--- src/rtl/i2c_slave_regfile.sv ---
// I2C target with a byte-wide register file: pointer byte, then write or read data bytes.
// SCL/SDA are oversampled on wb_clk_i; the target never stretches the clock.
module i2c_slave_regfile #(
   parameter logic [6:0] SADR = 7'b0010000,
   parameter int         AW   = 4
) (
   input  logic          wb_clk_i,
   input  logic          arst_i,
   input  logic          scl_i,
   input  logic          sda_i,
   output logic          sda_oe_o,
   output logic          busy_o,
   output logic          wr_stb_o,
   output logic [AW-1:0] wr_addr_o,
   output logic [7:0]    wr_data_o,
   input  logic [AW-1:0] host_addr_i,
   output logic [7:0]    host_data_o
);

   localparam int DEPTH = 2 ** AW;

   typedef enum logic [3:0] {
      S_IDLE      = 4'd0,
      S_ADDR      = 4'd1,
      S_ACK_ADDR  = 4'd2,
      S_PTR       = 4'd3,
      S_ACK_PTR   = 4'd4,
      S_WDATA     = 4'd5,
      S_ACK_WDATA = 4'd6,
      S_RDATA     = 4'd7,
      S_RACK      = 4'd8,
      S_WAIT_STOP = 4'd9
   } state_t;

   state_t        state_q, state_d;
   logic [2:0]    scl_sync_q, sda_sync_q;
   logic [7:0]    shift_q, shift_d;
   logic [2:0]    cnt_q, cnt_d;
   logic          phase_q, phase_d;
   logic          rw_q, rw_d;
   logic [AW-1:0] ptr_q, ptr_d;
   logic          sda_oe_q, sda_oe_d;
   logic          busy_q, busy_d;
   logic          wr_stb_q, wr_stb_d;
   logic [AW-1:0] wr_addr_q, wr_addr_d;
   logic [7:0]    wr_data_q, wr_data_d;
   logic [7:0]    regs_q [DEPTH];

   logic          scl_s, scl_h, sda_s, sda_h;
   logic          scl_rise_s, scl_fall_s, start_s, stop_s;
   logic          last_bit_s, addr_match_s;
   logic [7:0]    byte_in_s, rd_byte_s;

   assign scl_s        = scl_sync_q[1];
   assign scl_h        = scl_sync_q[2];
   assign sda_s        = sda_sync_q[1];
   assign sda_h        = sda_sync_q[2];
   assign scl_rise_s   = scl_s & ~scl_h;
   assign scl_fall_s   = ~scl_s & scl_h;
   assign start_s      = ~sda_s & sda_h & scl_s & scl_h;
   assign stop_s       = sda_s & ~sda_h & scl_s & scl_h;
   assign last_bit_s   = (cnt_q == 3'd7);
   assign byte_in_s    = {shift_q[6:0], sda_s};
   assign addr_match_s = (byte_in_s[7:1] == SADR);
   assign rd_byte_s    = regs_q[ptr_q];

   // Two synchronizer stages plus one history stage; idle bus level is high.
   always_ff @(posedge wb_clk_i or negedge arst_i) begin
      if (!arst_i) begin
         scl_sync_q <= 3'b111;
         sda_sync_q <= 3'b111;
      end else begin
         scl_sync_q <= {scl_sync_q[1:0], scl_i};
         sda_sync_q <= {sda_sync_q[1:0], sda_i};
      end
   end

   // FSM state register.
   always_ff @(posedge wb_clk_i or negedge arst_i) begin
      if (!arst_i) begin
         state_q <= S_IDLE;
      end else begin
         state_q <= state_d;
      end
   end

   // FSM next-state logic; START/STOP override any bit event in the same cycle.
   always_comb begin
      state_d = state_q;
      if (start_s) begin
         state_d = S_ADDR;
      end else if (stop_s) begin
         state_d = S_IDLE;
      end else begin
         case (state_q)
            S_IDLE:      state_d = S_IDLE;
            S_ADDR: begin
               if (scl_rise_s && last_bit_s) begin
                  state_d = addr_match_s ? S_ACK_ADDR : S_WAIT_STOP;
               end else begin
                  state_d = S_ADDR;
               end
            end
            S_ACK_ADDR: begin
               if (scl_fall_s && phase_q) begin
                  state_d = rw_q ? S_RDATA : S_PTR;
               end else begin
                  state_d = S_ACK_ADDR;
               end
            end
            S_PTR: begin
               if (scl_rise_s && last_bit_s) begin
                  state_d = S_ACK_PTR;
               end else begin
                  state_d = S_PTR;
               end
            end
            S_ACK_PTR, S_ACK_WDATA: begin
               if (scl_fall_s && phase_q) begin
                  state_d = S_WDATA;
               end else begin
                  state_d = state_q;
               end
            end
            S_WDATA: begin
               if (scl_rise_s && last_bit_s) begin
                  state_d = S_ACK_WDATA;
               end else begin
                  state_d = S_WDATA;
               end
            end
            S_RDATA: begin
               if (scl_fall_s && last_bit_s) begin
                  state_d = S_RACK;
               end else begin
                  state_d = S_RDATA;
               end
            end
            S_RACK: begin
               if (scl_rise_s && sda_s) begin
                  state_d = S_WAIT_STOP;
               end else if (scl_fall_s && phase_q) begin
                  state_d = S_RDATA;
               end else begin
                  state_d = S_RACK;
               end
            end
            S_WAIT_STOP: state_d = S_WAIT_STOP;
            default:     state_d = S_IDLE;
         endcase
      end
   end

   // FSM output/datapath logic: shifting, ACK drive, pointer and write strobe.
   always_comb begin
      shift_d   = shift_q;
      cnt_d     = cnt_q;
      phase_d   = phase_q;
      rw_d      = rw_q;
      ptr_d     = ptr_q;
      sda_oe_d  = sda_oe_q;
      busy_d    = busy_q;
      wr_stb_d  = 1'b0;
      wr_addr_d = wr_addr_q;
      wr_data_d = wr_data_q;
      if (start_s) begin
         cnt_d    = 3'd0;
         phase_d  = 1'b0;
         sda_oe_d = 1'b0;
      end else if (stop_s) begin
         cnt_d    = 3'd0;
         phase_d  = 1'b0;
         sda_oe_d = 1'b0;
         busy_d   = 1'b0;
      end else begin
         case (state_q)
            S_ADDR: begin
               if (scl_rise_s) begin
                  shift_d = byte_in_s;
                  cnt_d   = cnt_q + 3'd1;
                  if (last_bit_s) begin
                     busy_d  = addr_match_s;
                     rw_d    = addr_match_s ? byte_in_s[0] : rw_q;
                     phase_d = 1'b0;
                  end else begin
                     busy_d = busy_q;
                  end
               end else begin
                  shift_d = shift_q;
               end
            end
            S_PTR, S_WDATA: begin
               if (scl_rise_s) begin
                  shift_d = byte_in_s;
                  cnt_d   = cnt_q + 3'd1;
                  if (last_bit_s && (state_q == S_PTR)) begin
                     ptr_d = byte_in_s[AW-1:0];
                  end else if (last_bit_s) begin
                     wr_stb_d  = 1'b1;
                     wr_addr_d = ptr_q;
                     wr_data_d = byte_in_s;
                     ptr_d     = ptr_q + AW'(1);
                  end else begin
                     ptr_d = ptr_q;
                  end
               end else begin
                  shift_d = shift_q;
               end
            end
            S_ACK_ADDR, S_ACK_PTR, S_ACK_WDATA: begin
               if (scl_fall_s && !phase_q) begin
                  sda_oe_d = 1'b1;
                  phase_d  = 1'b1;
               end else if (scl_fall_s) begin
                  phase_d = 1'b0;
                  cnt_d   = 3'd0;
                  // A read starts by presenting bit 7 on the same fall that ends the ACK.
                  if ((state_q == S_ACK_ADDR) && rw_q) begin
                     shift_d  = rd_byte_s;
                     sda_oe_d = ~rd_byte_s[7];
                  end else begin
                     sda_oe_d = 1'b0;
                  end
               end else begin
                  sda_oe_d = sda_oe_q;
               end
            end
            S_RDATA: begin
               if (scl_fall_s && last_bit_s) begin
                  sda_oe_d = 1'b0;
                  ptr_d    = ptr_q + AW'(1);
                  cnt_d    = 3'd0;
                  phase_d  = 1'b0;
               end else if (scl_fall_s) begin
                  shift_d  = {shift_q[6:0], 1'b0};
                  sda_oe_d = ~shift_q[6];
                  cnt_d    = cnt_q + 3'd1;
               end else begin
                  sda_oe_d = sda_oe_q;
               end
            end
            S_RACK: begin
               if (scl_rise_s && sda_s) begin
                  busy_d = 1'b0;
               end else if (scl_rise_s) begin
                  phase_d = 1'b1;
               end else if (scl_fall_s && phase_q) begin
                  shift_d  = rd_byte_s;
                  sda_oe_d = ~rd_byte_s[7];
                  cnt_d    = 3'd0;
                  phase_d  = 1'b0;
               end else begin
                  sda_oe_d = sda_oe_q;
               end
            end
            S_IDLE, S_WAIT_STOP: begin
               sda_oe_d = 1'b0;
            end
            default: begin
               sda_oe_d = 1'b0;
               busy_d   = 1'b0;
            end
         endcase
      end
   end

   // Datapath and output registers.
   always_ff @(posedge wb_clk_i or negedge arst_i) begin
      if (!arst_i) begin
         shift_q   <= 8'h00;
         cnt_q     <= 3'd0;
         phase_q   <= 1'b0;
         rw_q      <= 1'b0;
         ptr_q     <= '0;
         sda_oe_q  <= 1'b0;
         busy_q    <= 1'b0;
         wr_stb_q  <= 1'b0;
         wr_addr_q <= '0;
         wr_data_q <= 8'h00;
      end else begin
         shift_q   <= shift_d;
         cnt_q     <= cnt_d;
         phase_q   <= phase_d;
         rw_q      <= rw_d;
         ptr_q     <= ptr_d;
         sda_oe_q  <= sda_oe_d;
         busy_q    <= busy_d;
         wr_stb_q  <= wr_stb_d;
         wr_addr_q <= wr_addr_d;
         wr_data_q <= wr_data_d;
      end
   end

   // Register file commits one cycle after the strobe so a same-cycle host read sees the old byte.
   always_ff @(posedge wb_clk_i or negedge arst_i) begin
      if (!arst_i) begin
         for (int i = 0; i < DEPTH; i++) begin
            regs_q[i] <= 8'h00;
         end
      end else if (wr_stb_q) begin
         regs_q[wr_addr_q] <= wr_data_q;
      end else begin
         regs_q[wr_addr_q] <= regs_q[wr_addr_q];
      end
   end

   assign sda_oe_o    = sda_oe_q;
   assign busy_o      = busy_q;
   assign wr_stb_o    = wr_stb_q;
   assign wr_addr_o   = wr_addr_q;
   assign wr_data_o   = wr_data_q;
   assign host_data_o = regs_q[host_addr_i];

endmodule

--- config.mk ---
export PLATFORM = sky130hd
export DESIGN_NAME = i2c_slave_regfile
export DESIGN_NICKNAME = d
export VERILOG_FILES = /design/src/rtl/i2c_slave_regfile.sv
export SDC_FILE = /design/constraint.sdc
export NUM_CORES = 1
export LEC_CHECK = 0
export ABC_AREA = 1
export CAP_MARGIN = 30
export CORE_UTILIZATION = 39
export DETAILED_ROUTE_END_ITERATION = 6
export GPL_TIMING_DRIVEN = 0
export PLACE_DENSITY = 0.56
export SLEW_MARGIN = 0
export SYNTH_ARGS = -nofsm -noshare
export SYNTH_HDL_FRONTEND = slang
export SYNTH_SLANG_ARGS = --single-unit
--- constraint.sdc ---
create_clock -name wb_clk_i -period 2.4 [get_ports wb_clk_i]
set_input_delay 0.6 -clock wb_clk_i [delete_from_list [all_inputs] [get_ports wb_clk_i]]
set_output_delay 0.6 -clock wb_clk_i [all_outputs]
set_load 0.01 [all_outputs]
==> impl_results.md, run 1 <==
- Status: finished with violations
- Failing checks: setup timing
- CP max stage cell: o211ai_1
- CP endpoint kind: output port
- Reg2reg path depth: 6
- Setup ws final: -0.1295 ns
- CTS tree: done
- Switching Fraction: 31.07%
- Final slew viol count: 0
- CP max FO: 10
- Vias per cell: 5.671
- Filler instances: 2919
- Global route overflow: 0
- Largest net degree at the start of global routing: 93
- Vias in the first global route: 11820
- Nets: 1851
- DIE AREA: 29700 µm²
- GRT Resource Usage Total: 38.26%
- Worst endpoint required time: 1.80 ns
- Layout cells sized above 1: 11.93%
- Worst skew pair latency: 0.47 ns
- Post-synthesis instance total: 1776
- Top cell family by delay on the critical path: buffers and inverters
- Slew HR: 28.80%
- Worst Clk Skew: 0.01830 ns
- IO buf count: 27
- Vias post-DR: 12650
- Placed cell count: 2183
- Sequential fraction of the synthesis area: 37.44%
- Rows: 61
- Synth Flop Type: dfrtp_1
- Worst Max-Slew Pin Slew: 1.068 ns
- Ys Warns: 0
- Minimum clock period: 2.529 ns
- Drt first-iter violations: 1431
- Commonest non-fill, non-tap cell in the layout: nand2_1
- Post-Layout Cell Count: 2230
- Tcrit/Tclk final: 105.4%
- Die height: 172.3 µm
- Crit path buf inv count: 4
- RR Endpoint: shift_q[6]
- Syn avg cell area: 6.371 µm²
- Synth cell types: 36
- Post-synth EDFFs: 0
- Unrepaired setup endpoints after global routing: yes
- First-pass GRT wire length: 78.93 mm
- Crit path launch type: primary input
- Synth Cell Area: 11310 µm²
- Antenna fix cells: 0
- Clock power frac: 41.6%
- Setup_tns: -0.4867 ns
- Core Footprint: 28160 µm²
- DRT Wirelength: 54.87 mm
- CP Cell Sequence: clkbuf_4 -> inv_2 -> clkbuf_16 -> o21ai_1 -> o211ai_1 -> nand2_1 -> buf_2
- Half-perimeter wire length after placement: 39.97 mm
- Post-synth ARST share: 100.0%
- Initial Util: 40.18%
- Worst Hold Class: in2async
- Commonest non-fill, non-tap cells in the layout: nand2_1 (681), nor2_1 (247), dfrtp_1 (158)
- Routed wire per std cell: 24.60 µm
- LEAKAGE: 0.006834 µW
- Gpl congestion: 1.019
- NetSw: 2144 µW
- Max incr delay on CP: 0.45 ns
- Root buf cell: clkbuf_16
- Internal cell power: 4758 µW
- Area growth from synthesis to layout: 17.06%
- Post-route ant nets: 0
- Area contributors post-synth: dfrtp_1 (36%), nand2_1 (23%), nor2_1 (8.3%)
- DRC: 0
- Maxcap violations: 0
- Final Hold Vio Count: 0
- CP arrival: 1.93 ns
- Setup violations, final: 13
- Clock Tree Buf Depth: 2
- Synthesis-stage register bit count: 169
- Clock sink total: 169
- IO Pins: 31
- WS Path Type: in2out
- Flop-to-flop setup slack: -0.12 ns
- Die W: 172.3 µm
- Reg2reg start: ptr_q[3]
- H-tree depth: 4
- Yosys top cell area share: 36.05%
- Max Freq: 395.3 MHz
- Synth area leader: dfrtp_1
- Combinational Power Share: 14.4%
- Peak supply drop: 0.4617 mV
- First-pass iteration count of the detailed router: 5
- Initial antenna violation count: 0
- Net Count, Synth: 1788
- Hold-fix buffers, CTS: 0
- Flop pwr share: 44.0%
- Clock slew at reported path FFs: 0.07 ns
- Pwr/cell area: 521.1 nW/µm²
- Num CTS Buffers: 17
-- how the worst max path moves through the flow --
| stage | start | to | slack, ns | cells after the start |
|---|---|---|---|---|
| finish | host_addr_i[1] | host_data_o[7] | -0.13 | 7 |
| global route | host_addr_i[1] | host_data_o[7] | -0.17 | 7 |
| CTS | regs_q[111] | host_data_o[7] | -0.10 | 7 |
| detailed placement | host_addr_i[0] | host_data_o[3] | -1.20 | 7 |
| global placement | arst_i | regs_q[71] | -6.62 | 1 |
| floorplan | host_addr_i[0] | host_data_o[1] | 0.08 | 6 |
-- through the flow --
step	worst slack, ns	util, %	total power, µW	hold slack [ns]	area (µm²)
after floorplan	0.08222	-	3671	0.3044	11310
after global placement	-6.622	42.81	3994	0.3465	12060
after detailed placement	-1.196	42.97	4009	0.3470	12100
after CTS	-0.1048	46.72	6934	0.1641	13160
after global routing	-0.1732	47.03	7179	0.1862	13250
final	-0.1295	47.03	6903	0.09676	13250
-- synth_stat cells (4+ instances only) --
cell type	instances
nand2_1	682
nor2_1	251
dfrtp_1	163
o21ai_0	118
inv_1	113
nand3_1	93
a21oi_1	80
clkbuf_1	65
o211ai_1	31
nand2_2	29
o21ai_1	21
a22oi_1	17
buf_2	17
o22ai_1	12
buf_6	10
mux2i_1	9
inv_2	7
o221ai_1	7
dfstp_2	6
nand4_1	6
nor2_2	6
nor3_1	6
ha_1	4
nor2_4	4
-- kinds of logic after synthesis --
family | count (synthesis) | share of synthesized area (%)
AND/OR/NAND/NOR | 1084 | 38.51
AO/OA/AOI/OAI | 288 | 14.25
buffers and inverters | 221 | 8.482
flip-flops | 169 | 37.44
multiplexers | 9 | 0.7962
adder cells (fa/ha/maj) | 4 | 0.4423
XOR/XNOR | 1 | 0.07742
-- worst reg2reg max path: stages (launching register included) --
cell      delay (ns)
dfrtp_1         0.59
clkinv_1        0.61
clkbuf_2        0.47
a21oi_1         0.44
nor2_1          0.14
nor2_1          0.12
nor2_1          0.04
-- area by class of cell --
type	instances	area [µm²]	area share, %
Multi-Input combinational cell	1386	6230	47.03
Sequential cell	169	4243	32.03
Buffer	97	819.5	6.187
Tap cell	378	473.0	3.571
Inverter	123	470.5	3.552
Clock buffer	17	425.4	3.212
Timing Repair Buffer	45	421.7	3.183
Clock inverter	15	162.7	1.228
-- power by group through the flow --
stage          combinational, µW  sequential, µW  clock, µW
3_5_place_dp                 919            3090          0
4_1_cts                      988            3030       2910
2_1_floorplan                610            3060          0
6_report                     996            3040       2870
3_3_place_gp                 906            3090          0
5_1_grt                     1120            3050       3010
-- metal layers --
| layer | up-vias | part of all wire [%] | global-route usage [%] |
|---|---|---|---|
| met2 | 694 | 44 | 58.05 |
| met1 | 6010 | 42 | 50.50 |
| met3 | 160 | 8.6 | 8.125 |
| met5 | - | 0 | 0 |
| li1 | 5783 | - | - |
| met4 | 0 | 5.3 | 21.24 |
-- sequential cells by signal, indices dropped and copies added (netlist names) --
signal	cells
regs_q	128
wr_data_o	8
shift_q	7
ptr_q	4
state_q	4
wr_addr_o	4
cnt_q	3
scl_sync_q	3
sda_sync_q	3
busy_o	1
phase_q	1
rw_q	1
sda_oe_o	1
wr_stb_o	1
-- timing repair --
action / in CTS / in global routing
cloned: 1 / 0
pin swaps: 18 / 11
setup buffers: 8 / 7
resized for setup: 158 / 41
endpoints found under the setup margin: 87 / 68
Note: power is estimated with default switching activity, not from simulation.
==> run 2, diff against run 1 <==
==> constraint.sdc (replaced) <==
create_clock -name wb_clk_i -period 2.4 [get_ports wb_clk_i]
set_input_delay 0.6 -clock wb_clk_i [delete_from_list [all_inputs] [get_ports wb_clk_i]]
set_output_delay 0.6 -clock wb_clk_i [all_outputs]
set_load 0.02 [all_outputs]
==> run 2 against run 1 <==
The run still ends with setup timing left. Fmax decreased by 1.2%. Sequential cell count unchanged. Worst setup slack worse by 0.032 ns. Routed wire length increased by 0.80%. Sequential share of layout area shrank 0.35 points. Worst hold slack improved by 0.0075 ns. Cell count grew 0.36%. Global-route usage barely moved. Non-clock buffer count rose by 8. Power is 0.63% higher. Design area is 1.2% higher. Critical path type is now reg2out. Largest power group unchanged.
==> impl_results.md, run 2 (synthesis gave the netlist of run 1 again) <==
- Vias per cell: 5.713 (+0.73%)
- Num CTS Buffers: 17 (unchanged)
- Worst skew pair latency: 0.47 ns (about the same)
- Initial antenna violation count: 0 (unchanged)
- Design area: 13400 µm² (+1.2%)
- H-tree depth: 4 (unchanged)
- Status: finished with violations
- Max reg flops: 128 (unchanged)
- GRT Resource Usage Total: 38.21% (-0.050 points)
- Nets: 1859 (+0.43%)
- Gpl congestion: 1.019 (unchanged)
- Core Footprint: 28160 µm² (unchanged)
- WS Path Type: reg2out
- CP arrival: 1.96 ns (+0.03 ns)
- DRT Wirelength: 55.30 mm (+0.80%)
- Minimum clock period: 2.561 ns (+0.03195 ns)
- Routed wire per std cell: 24.71 µm (+0.44%)
- DIE AREA: 29700 µm² (unchanged)
- Vias post-DR: 12790 (+1.1%)
- Setup violations, final: 10 (-3)
- Setup ws final: -0.1614 ns (-0.03195 ns)
- Biggest register: regs_q
- Drt first-iter violations: 1517 (+6.0%)
- Unrepaired setup endpoints after global routing: yes
- Die W: 172.3 µm (unchanged)
- Flop pwr share: 43.7% (-0.3 points)
- Post-route ant nets: 0 (unchanged)
- First-pass GRT wire length: 78.78 mm (-0.18%)
- Hold-fix buffers, CTS: 0 (unchanged)
- Largest net degree at the start of global routing: 93 (unchanged)
- Half-perimeter wire length after placement: 39.97 mm (unchanged)
- Root buf cell: clkbuf_16
- Commonest non-fill, non-tap cells in the layout: nand2_1 (681), nor2_1 (245), dfrtp_1 (156)
- Pwr/cell area: 518.4 nW/µm² (-0.53%)
- Worst Max-Slew Pin Slew: 1.055 ns (-0.01288 ns)
- Internal cell power: 4783 µW (+0.52%)
- Worst Hold Class: in2async
- Peak supply drop: 0.4607 mV (-0.22%)
- Final Hold Vio Count: 0 (unchanged)
- Antenna fix cells: 0 (unchanged)
- Failing checks: setup timing
- Layout cells sized above 1: 12.96% (+1.0 points)
- Global route overflow: 0 (unchanged)
- Area growth from synthesis to layout: 18.43%
- IO buf count: 27 (unchanged)
- Rows: 61 (unchanged)
- Worst Clk Skew: 0.01838 ns (+0.00007750 ns)
- Worst endpoint required time: 1.80 ns (about the same)
- DRC: 0 (unchanged)
- Crit path launch type: flop
- Final slew viol count: 0 (unchanged)
- CP endpoint kind: output port
- Post-Layout Cell Count: 2238 (+0.36%)
- Max Freq: 390.4 MHz (-1.2%)
- Initial Util: 40.18% (unchanged)
- Switching Fraction: 31.14% (+0.078 points)
- Tcrit/Tclk final: 106.7% (+1.3 points)
- Reg2reg path depth: 6 (unchanged)
- Commonest non-fill, non-tap cell in the layout: nand2_1
- Die height: 172.3 µm (unchanged)
- Placed cell count: 2183 (unchanged)
- LEAKAGE: 0.006895 µW (+0.90%)
- IO Pins: 31 (unchanged)
- Combinational Power Share: 15.0% (+0.6 points)
- Slew HR: 29.66% (+0.86 points)
- CTS tree: done
- CP max FO: 2 (-8)
- Clock slew at reported path FFs: 0.07 ns (about the same)
- NetSw: 2163 µW (+0.88%)
- Clock power frac: 41.3% (-0.3 points)
- Hold WS: 0.1042 ns (+0.007467 ns)
- Vias in the first global route: 11830 (+0.042%)
- Clock sink total: 169 (unchanged)
- Clock Tree Buf Depth: 2 (unchanged)
- Setup_tns: -0.5720 ns (-0.08527 ns)
- Dpl cell area: 12100 µm² (unchanged)
- First-pass iteration count of the detailed router: 5 (unchanged)
- Maxcap violations: 0 (unchanged)
[run 2: cell types whose count changed in the layout (fill, tap and decap cells not counted), moves of 3 or more]
| cell | delta |
|---|---|
| a21oi_1 | -3 |
| buf_4 | +4 |
| buf_2 | -4 |
| inv_2 | +4 |
| inv_1 | -4 |
| buf_6 | +10 |
| a21oi_2 | +4 |
| clkbuf_4 | -3 |
[run 2: metal layers]
metal	wire [µm]	track usage, %
met1	23090	50.71
met2	24220	57.96
met3	5108	7.324
met4	2888	21.82
met5	0	0
[run 2: per-stage QoR]
| stage | util [%] | power, µW | setup slack, ns |
|---|---|---|---|
| final | 47.58 | 6946 | -0.1614 |
| after CTS | 46.48 | 6937 | -0.1392 |
| after global placement | 42.81 | 4004 | -6.622 |
| after detailed placement | 42.97 | 4019 | -1.264 |
| after floorplan | - | 3681 | 0.03016 |
| after global routing | 47.58 | 7222 | -0.1919 |
[run 2: power by group through the flow]
stage,clock [µW],combinational (µW),sequential [µW]
floorplan,0,620,3060
global placement,0,916,3090
detailed placement,0,929,3090
CTS,2910,991,3030
global route,3010,1160,3050
finish,2870,1040,3040
[run 2: critical path, stage by stage (launching register included)]
cell,delay (ns)
dfrtp_1,0.39
inv_2,0.10
nor2_1,0.05
a21oi_1,0.11
o21ai_1,0.09
o211ai_1,0.44
nand2_1,0.15
buf_6,0.16
[run 2: final cells by class]
type | instances | area [µm²]
clock buffers | 17 | 425.4
fillers | 2887 | 14760
repair buffers | 53 | 568.0
flip-flops and latches | 169 | 4245
multi-input cells | 1386 | 6245
inverters | 123 | 470.5
well taps | 378 | 473.0
clock inverters | 15 | 162.7
plain buffers | 97 | 810.8
[run 2: worst paths after layout]
check	slack [ns]	endpoint	start
worst max-delay path	-0.16	host_data_o[7]	regs_q[111]
worst min-delay path	0.10	regs_q[14]	arst_i
worst max register to register	-0.13	shift_q[6]	ptr_q[3]
worst min register to register	0.36	sda_sync_q[1]	sda_sync_q[0]
max in group asynchronous	1.37	sda_sync_q[0]	arst_i
min in group wb_clk_i	0.36	sda_sync_q[1]	sda_sync_q[0]
[run 2: repair_timing]
action                                  CTS  global route
setup buffers                             5            16
pin swaps                                10            26
resized for setup                       153            79
endpoints found under the setup margin   87            65
gates cloned                              1             2
==> run 3, diff against run 2 <==
Settings changed: CTS_CLUSTER_DIAMETER set to 100.
==> results of run 3 <==
Same layout as run 2: the final DEF is identical, and so are final timing and power.
